===== src/rtl/sd_dat_pkg.sv =====
// Shared definitions for the SD DAT-line deserializer: FSM states and bus modes.
package sd_dat_pkg;

  typedef enum logic [1:0] {
    ST_IDLE       = 2'd0,
    ST_WAIT_START = 2'd1,
    ST_SHIFT      = 2'd2,
    ST_DONE       = 2'd3
  } state_t;

  localparam logic BUS_1BIT = 1'b0;
  localparam logic BUS_4BIT = 1'b1;

endpackage


===== src/rtl/sd_dat_shiftreg.sv =====
// Lane-configurable shift register with strobe counter. Presents the word
// as it will look after the current strobe so the caller can capture a
// completed word on the same edge that samples its last bit.
module sd_dat_shiftreg
  import sd_dat_pkg::*;
#(
  parameter int WIDTH     = 32,
  parameter int MAX_LANES = 4
) (
  input  logic                 clk,
  input  logic                 reset,
  input  logic                 i_clear,
  input  logic                 i_shift_en,
  input  logic                 i_mode,
  input  logic [MAX_LANES-1:0] i_lanes,
  output logic [WIDTH-1:0]     o_next_word,
  output logic                 o_word_done
);

  localparam int BIT_W = $clog2(WIDTH);

  logic [WIDTH-1:0] r_shift;
  logic [BIT_W-1:0] r_bit_cnt;
  logic [WIDTH-1:0] w_shifted;
  logic [BIT_W-1:0] w_last;

  // Shifted value and last-strobe index depend on the latched lane mode.
  always_comb begin
    w_shifted = {r_shift[WIDTH-2:0], i_lanes[0]};
    w_last    = BIT_W'(WIDTH - 1);
    if (i_mode == BUS_4BIT) begin
      w_shifted = {r_shift[WIDTH-MAX_LANES-1:0], i_lanes};
      w_last    = BIT_W'(WIDTH / MAX_LANES - 1);
    end
  end

  assign o_next_word = w_shifted;
  assign o_word_done = i_shift_en && (r_bit_cnt == w_last);

  // Shift on each strobe; counter wraps to zero when a word completes.
  always_ff @(posedge clk) begin
    if (reset || i_clear) begin
      r_shift   <= '0;
      r_bit_cnt <= '0;
    end else if (i_shift_en) begin
      r_shift   <= w_shifted;
      r_bit_cnt <= o_word_done ? '0 : r_bit_cnt + 1'b1;
    end
  end

endmodule


===== src/rtl/sd_dat_deserializer.sv =====
// SD DAT-line block receiver: waits for a start bit, assembles WIDTH-bit
// words from 1 or 4 lanes and hands them out over a valid/ready register.
module sd_dat_deserializer
  import sd_dat_pkg::*;
#(
  parameter int WIDTH       = 32,
  parameter int MAX_LANES   = 4,
  parameter int BLOCK_WORDS = 128
) (
  input  logic                 clk,
  input  logic                 reset,
  input  logic                 start,
  input  logic                 bus_mode,
  input  logic                 sample_en,
  input  logic [MAX_LANES-1:0] dat_in,
  output logic [WIDTH-1:0]     out_data,
  output logic                 out_valid,
  input  logic                 out_ready,
  output logic                 busy,
  output logic                 done,
  output logic                 overrun
);

  localparam int WORD_W = (BLOCK_WORDS > 1) ? $clog2(BLOCK_WORDS) : 1;

  state_t            r_state;
  state_t            w_state_next;
  logic              r_mode;
  logic [WORD_W-1:0] r_word_cnt;
  logic [WIDTH-1:0]  r_out_data;
  logic              r_out_valid;
  logic              r_overrun;

  logic              w_start_ok;
  logic              w_start_bit;
  logic              w_shift_en;
  logic              w_word_done;
  logic              w_last_word;
  logic              w_transfer;
  logic [WIDTH-1:0]  w_next_word;

  assign w_start_ok  = (r_state == ST_IDLE) && start;
  assign w_start_bit = sample_en && ((r_mode == BUS_4BIT) ? ~|dat_in : ~dat_in[0]);
  assign w_shift_en  = (r_state == ST_SHIFT) && sample_en;
  assign w_last_word = (r_word_cnt == WORD_W'(BLOCK_WORDS - 1));
  assign w_transfer  = r_out_valid && out_ready;

  sd_dat_shiftreg #(
    .WIDTH     (WIDTH),
    .MAX_LANES (MAX_LANES)
  ) u_shiftreg (
    .clk         (clk),
    .reset       (reset),
    .i_clear     (w_start_ok),
    .i_shift_en  (w_shift_en),
    .i_mode      (r_mode),
    .i_lanes     (dat_in),
    .o_next_word (w_next_word),
    .o_word_done (w_word_done)
  );

  // Next-state and status outputs of the block FSM.
  always_comb begin
    w_state_next = r_state;
    busy         = 1'b0;
    done         = 1'b0;
    case (r_state)
      ST_IDLE: begin
        if (start) w_state_next = ST_WAIT_START;
      end
      ST_WAIT_START: begin
        busy = 1'b1;
        if (w_start_bit) w_state_next = ST_SHIFT;
      end
      ST_SHIFT: begin
        busy = 1'b1;
        if (w_word_done && w_last_word) w_state_next = ST_DONE;
      end
      ST_DONE: begin
        done         = 1'b1;
        w_state_next = ST_IDLE;
      end
      default: w_state_next = ST_IDLE;
    endcase
  end

  // State register, latched lane mode and completed-word counter.
  always_ff @(posedge clk) begin
    if (reset) begin
      r_state    <= ST_IDLE;
      r_mode     <= BUS_1BIT;
      r_word_cnt <= '0;
    end else begin
      r_state <= w_state_next;
      if (w_start_ok) begin
        r_mode     <= bus_mode;
        r_word_cnt <= '0;
      end else if (w_word_done) begin
        r_word_cnt <= w_last_word ? '0 : r_word_cnt + 1'b1;
      end
    end
  end

  // Output holding register: a completed word loads only if the slot is
  // free or being emptied this edge; otherwise it is dropped and flagged.
  always_ff @(posedge clk) begin
    if (reset) begin
      r_out_data  <= '0;
      r_out_valid <= 1'b0;
      r_overrun   <= 1'b0;
    end else begin
      if (w_start_ok) r_overrun <= 1'b0;
      if (w_word_done) begin
        if (!r_out_valid || out_ready) begin
          r_out_data  <= w_next_word;
          r_out_valid <= 1'b1;
        end else begin
          r_overrun <= 1'b1;
        end
      end else if (w_transfer) begin
        r_out_valid <= 1'b0;
      end
    end
  end

  assign out_data  = r_out_data;
  assign out_valid = r_out_valid;
  assign overrun   = r_overrun;

endmodule


===== config.mk =====
export PLATFORM = sky130hd
export DESIGN_NAME = sd_dat_deserializer
export DESIGN_NICKNAME = d
export VERILOG_FILES = /design/src/rtl/sd_dat_pkg.sv /design/src/rtl/sd_dat_shiftreg.sv /design/src/rtl/sd_dat_deserializer.sv
export SDC_FILE = /design/constraint.sdc
export NUM_CORES = 1
export LEC_CHECK = 0
export BUFFER_PORTS_ARGS = -buffer_cell sky130_fd_sc_hd__buf_2
export CORE_UTILIZATION = 57
export DETAILED_ROUTE_END_ITERATION = 8
export PLACE_DENSITY = 0.85
export SLEW_MARGIN = 20
export SYNTH_ARGS = -nofsm -noshare
export SYNTH_HDL_FRONTEND = slang
export SYNTH_SLANG_ARGS = --single-unit

===== constraint.sdc =====
create_clock -name clk -period 2.5 [get_ports clk]
set_input_delay 0.375 -clock clk [delete_from_list [all_inputs] [get_ports clk]]
set_output_delay 0.375 -clock clk [all_outputs]
set_load 0.01 [all_outputs]

Word-level counts from Yosys, hierarchy flattened

Cells that the tools add are included.

Add/sub/neg operators: 2
Equality and inequality tests: 9
Multiplexer cells: 17
Bitwise operators: 1
Reductions and logical operators: 18

Operator list:

| operator                                                               | number |
|---|---|
| 32-bit 2-to-1 mux                                                      | 1 |
| 5-bit 2-to-1 mux                                                       | 2 |
| 1-bit 2-to-1 mux                                                       | 9 |
| 2-bit one-hot mux with 4 select lines                                  | 1 |
| 7-bit by 1-bit adder with 7-bit output (second input constant)         | 1 |
| 7-bit equality test (second input constant)                            | 1 |
| 7-bit 2-to-1 mux                                                       | 1 |
| 1-bit logical AND                                                      | 6 |
| 2-bit 2-to-1 mux                                                       | 3 |
| 2-bit != test (second input constant)                                  | 3 |
| 5-bit by 1-bit adder with 5-bit output (second input constant)         | 1 |
| 5-bit equality test                                                    | 1 |
| 2-bit equality test (second input constant)                            | 2 |
| 2-bit AND reduction                                                    | 2 |
| 2-bit OR reduction                                                     | 2 |
| 4-bit OR reduction                                                     | 1 |
| 3-bit AND reduction                                                    | 1 |
| 2-bit by 1-bit equality test with 1-bit output (second input constant) | 1 |
| 1-bit zero test                                                        | 2 |
| 2-bit zero test                                                        | 1 |
| 1-bit logical OR                                                       | 2 |
| 2-bit by 1-bit != test with 1-bit output (second input constant)       | 1 |
| 2-bit nonzero test                                                     | 1 |
| 1-bit inverter                                                         | 1 |

Flip-flop bits (word level): 80
Bits of input ports: 10
Output and inout port bits: 36
Word-level logic and storage cells: 55

Depth between registers and ports, before layout

Depth after elaboration: 6
Gate-level depth with buffers: 7
Depth with buffers taken out: 6

Hierarchy

A second synthesis with hierarchy kept.

Cell total of the unflattened synthesis: 377
Area total of the unflattened synthesis: 3484.6 µm²

By module, submodules not included:

| module              | times used | cells an instance | area an instance (µm²) | seq. area each (µm²) |
|---|---|---|---|---|
| sd_dat_deserializer | 1          | 214               | 1749.2                 | 880.8 |
| sd_dat_shiftreg     | 1          | 163               | 1735.4                 | 720.7 |

Least setup slack after synthesis

Ideal clock, no wire load.

Kind: flip-flop to flip-flop
Start point: reg r_mode
End point: reg r_out_data[10] (netlist: out_data[10])
Setup time: 0.146 ns
Arrival time: 1.691 ns
Data required time: 2.354 ns
Path slack: 0.663 ns
Cell stages (with the launch flop): 7
Path buffers: 3
Clock period less this slack: 1.837 ns
Cells stage by stage: dfxtp_1 buf_4 or3b_1 buf_2 a221oi_4 buf_4 a211oi_2

Word-level cells in the longest chain between the ends: 4
Elaborated cells between the ends (all ways): 5
Classes of those cells: eq/ne (1); mux (2); reduce/logical (2)

Ends and longest elaborated chain:

| what                                 | RTL line                   | source |
|---|---|---|
| start, declared                      | sd_dat_deserializer.sv:28  | `logic r_mode;` |
| start signal, assigned               | sd_dat_deserializer.sv:96  | `r_mode <= bus_mode;` |
| 5-bit 2-to-1 mux                     | sd_dat_shiftreg.sv:31      | `if (i_mode == BUS_4BIT) begin` |
| 5-bit equality test                  | sd_dat_shiftreg.sv:38      | `assign o_word_done = i_shift_en && (r_bit_cnt == w_last);` |
| 1-bit logical AND                    | sd_dat_shiftreg.sv:38      |  |
| 2-bit AND reduction (no source line) | n/a                        |  |
| end signal, assigned                 | sd_dat_deserializer.sv:115 | `r_out_data <= w_next_word;` |
| end, declared                        | sd_dat_deserializer.sv:30  | `logic [WIDTH-1:0] r_out_data;` |

Several ways; a longest one is shown, not always the timed one.
A chain may end at the register's enable or synchronous reset.

Final worst setup path

Start point: reg r_state[0]
End point: reg r_out_data[19] (netlist: out_data[19])

Word-level cells in the longest chain between the ends: 4

Ends and longest elaborated chain:

| what                                 | RTL line                  | source |
|---|---|---|
| start, declared                      | sd_dat_deserializer.sv:26 | `state_t r_state;` |
| start signal, assigned               | sd_dat_deserializer.sv:94 | `r_state <= w_state_next;` |
| 2-bit equality test                  | sd_dat_deserializer.sv:44 | `assign w_shift_en = (r_state == ST_SHIFT) && sample_en;` |
| 1-bit logical AND                    | sd_dat_deserializer.sv:44 |  |
| 1-bit logical AND                    | sd_dat_shiftreg.sv:38     |  |
| 2-bit AND reduction (no source line) | n/a                       |  |

No other way between the ends.

==> results.yml <==
synth:
  synth_area_leaders: "dfxtp_1, a211oi_2, mux2i_1"
  post-synth-top-count-cell: "dfxtp_1"
  avgSynthCellArea_um2: 9.914
  yosysTopAreaCellShare: 0.4589
  ys_types: 38
  yosysWarnings: 0
  synth_nets: 368
  synthArstFlopShare: 0
  ys_seq_area_frac: 0.4589
  synth_top_area_cell: "dfxtp_1"
  synthTopCellsByCount: "dfxtp_1, nor2_1, a211oi_1, mux2i_1, a211oi_2"
  synth-seq-cells: 80
  synth-edff-count: 0
  synthCells: 352
  synth.cell_area_um2: 3490
  ys.flop_type: "dfxtp_1"
power_and_ir_drop:
  p_per_area_nw_per_um2: 737.3
  power_w: 0.002899
  p_leak_nw: 1.326
  ir_worst_vdd_v: 0.0004302
die:
  core-area_um2: 5921
  io_pins: 46
  die_area_um2: 6439
  floorplan.initialDensity: 0.5894
  die_h_um: 80.25
  num_rows: 28
  die_w_um: 80.25
critical_path:
  r2r-start: "r_state[0]$_SDFFE_PP0P_"
  r2r-end: "out_data[19]$_SDFFE_PP0P_"
  crit_chain: "inv_1, ha_1, nand4_1, a221oi_4, buf_12, nor2_1, a211oi_1"
  crit_arrival_ns: 2.42
  reg2regPathDepth: 7
  critPathLaunchType: "flop"
  critPathKind: "reg2reg"
  slowest_stage: "a221oi_4"
  cpPeakStageDelay_ns: 0.41
  crit_path_end_kind: "flop"
  r2r_slack_ns: 0.32
  crit_required_ns: 2.74
  worstPathMaxFanout: 32
  crit_start: "r_state[0]$_SDFFE_PP0P_"
global_routing:
  grt_pass1_wl_mm: 11.14
  grt_start_max_net_pins: 41
  antenna_found_initial: 0
  grt_pass1_vias: 2442
  grt_use_total: 0.2258
  overflow: 0
clocking:
  hold_buffers: 0
  clock_path_buffers: 2
  cts_buffers: 9
  cts.sinks: 80
  cts-resized-gates: 0
  cts_max_level: 3
  clkTransAtPathRegs_ns: 0.08
  worstSkewPairLatency_ns: 0.34
  cts_setup_buffers: 0
  cts_root_buf: "clkbuf_8"
  cts_tree: "yes"
route:
  ant_nets: 0
  dr.pass1.iters: 4
  routedWlPerCell_um: 14.61
  wl_met3_um: 257
  num_vias: 2658
  wl_met2_mm: 3.195
  wl_mm: 6.808
  drtIter0Drc: 152
  drc_errors: 0
  viasPerCell: 5.704
  routed.top_layer: "met4"
  wl_met1_mm: 3.225
placement:
  hpwl_mm: 4.670
  io_buffers: 45
  placed_cells: 452
  place_area_um2: 3761
  gp_congestion: 0.8623
hold_path:
  min_path_type: "in2reg"
  holdPathEnd: "r_mode$_SDFFE_PP0P_"
  min_path_cells: 3
  min-delay-start: "bus_mode"
sta:
  hold_viol_final: 0
  final.period_utilization: 0.8701
  worst_slew_pin_slew_ns: 0.5949
  slew_headroom: 0.6034
  rsz0062_at_grt: "false"
  finalSetupTns_ns: 0
  fmax_mhz: 459.7
  finalHoldWorstSlack_ns: 0.2991
  final-max-slew-violation-count: 0
  fin_crit_ns: 2.175
  setup_viol: 0
  fin_skew_ns: 0.003543
cells_and_area:
  stdcell_area_um2: 3931
  final_cells: 466
  layout-drive-gt1-share: 0.2583
  multi_input_area_um2: 1723
  nNetsFinal: 404
  fill_cells: 478
  seqCellArea_um2: 1603
  diodes: 0
  area_growth_pct: 12.66
outcome:
  status: "complete, no violations"
flow_run:
  maxCapViolCount: 0
## layout by cell type, fill, tap and decap left out, types with 5 or more instances in the layout
master    synthesis  routed
dfxtp_1          80      79
nor2_1           67      67
buf_2             1      45
a211oi_1         35      35
mux2i_1          33      33
a211oi_2         29      29
nand2_1          15      15
clkbuf_8          0      11
a21oi_1           9       9
inv_1             7       7
ha_1              6       6
xnor2_1           5       5
## worst max path at each step
stage | end | slack, ns
final | out_data[19]$_SDFFE_PP0P_ | 0.32
after global routing | r_state[1]$_SDFFE_PP0P_ | 0.18
after CTS | out_data[19]$_SDFFE_PP0P_ | 0.31
after detailed placement | out_data[19]$_SDFFE_PP0P_ | 0.36
after global placement | out_data[0]$_SDFFE_PP0P_ | 0.48
after floorplan | out_data[10]$_SDFFE_PP0P_ | 0.66
## registers in the layout (all words and copies together), names as in the netlist
name                  flops
out_data                 32
u_shiftreg.r_shift       31
r_word_cnt                7
u_shiftreg.r_bit_cnt      5
r_state                   2
out_valid                 1
overrun                   1
r_mode                    1
## report_power, final
part / switching (W) / internal (W)
Combinational: 0.000398 / 0.000237
Clock: 0.000441 / 0.000402
Sequential: 0.0000658 / 0.00135
## cells by family after synthesis
logic type | share of synthesized area
AOI/OAI and AO/OA | 0.2234
xor gates and xnor gates | 0.02008
adders and majority gates | 0.02151
buffers and inverters | 0.04769
DFF | 0.4589
muxes | 0.09466
and+or+nand+nor | 0.1337
## stage by stage
stage | util | setup WS [ns]
after CTS | 0.6640 | 0.3108
after floorplan | - | 0.6627
after global placement | 0.6352 | 0.4831
after detailed placement | 0.6352 | 0.3647
final | 0.6640 | 0.3247
after global routing | 0.6640 | 0.1779
## metal layers
layer | global-route usage | vias to the layer above
met3 | 0.05000 | 13
met5 | 0 | -
met1 | 0.2915 | 1246
met2 | 0.3615 | 59
li1 | - | 1340
met4 | 0.09643 | 0
## critical path, delay by kind of cell, from the launching register on
family,cells,cell delay [ns]
buffers and inverters,2,0.36
AO/OA/AOI/OAI,2,0.67
flip-flops,1,0.35
AND/OR/NAND/NOR,2,0.38
adder cells (fa/ha/maj),1,0.30
## final cells by class
cell class	instances	area share
Inverter	7	0.006684
Clock inverter	3	0.004774
Tap cell	75	0.02387
Clock buffer	11	0.03851
Sequential cell	80	0.4077
Multi-Input combinational cell	238	0.4383
Timing Repair Buffer	52	0.08020
Power figures use the tool's default switching activity.
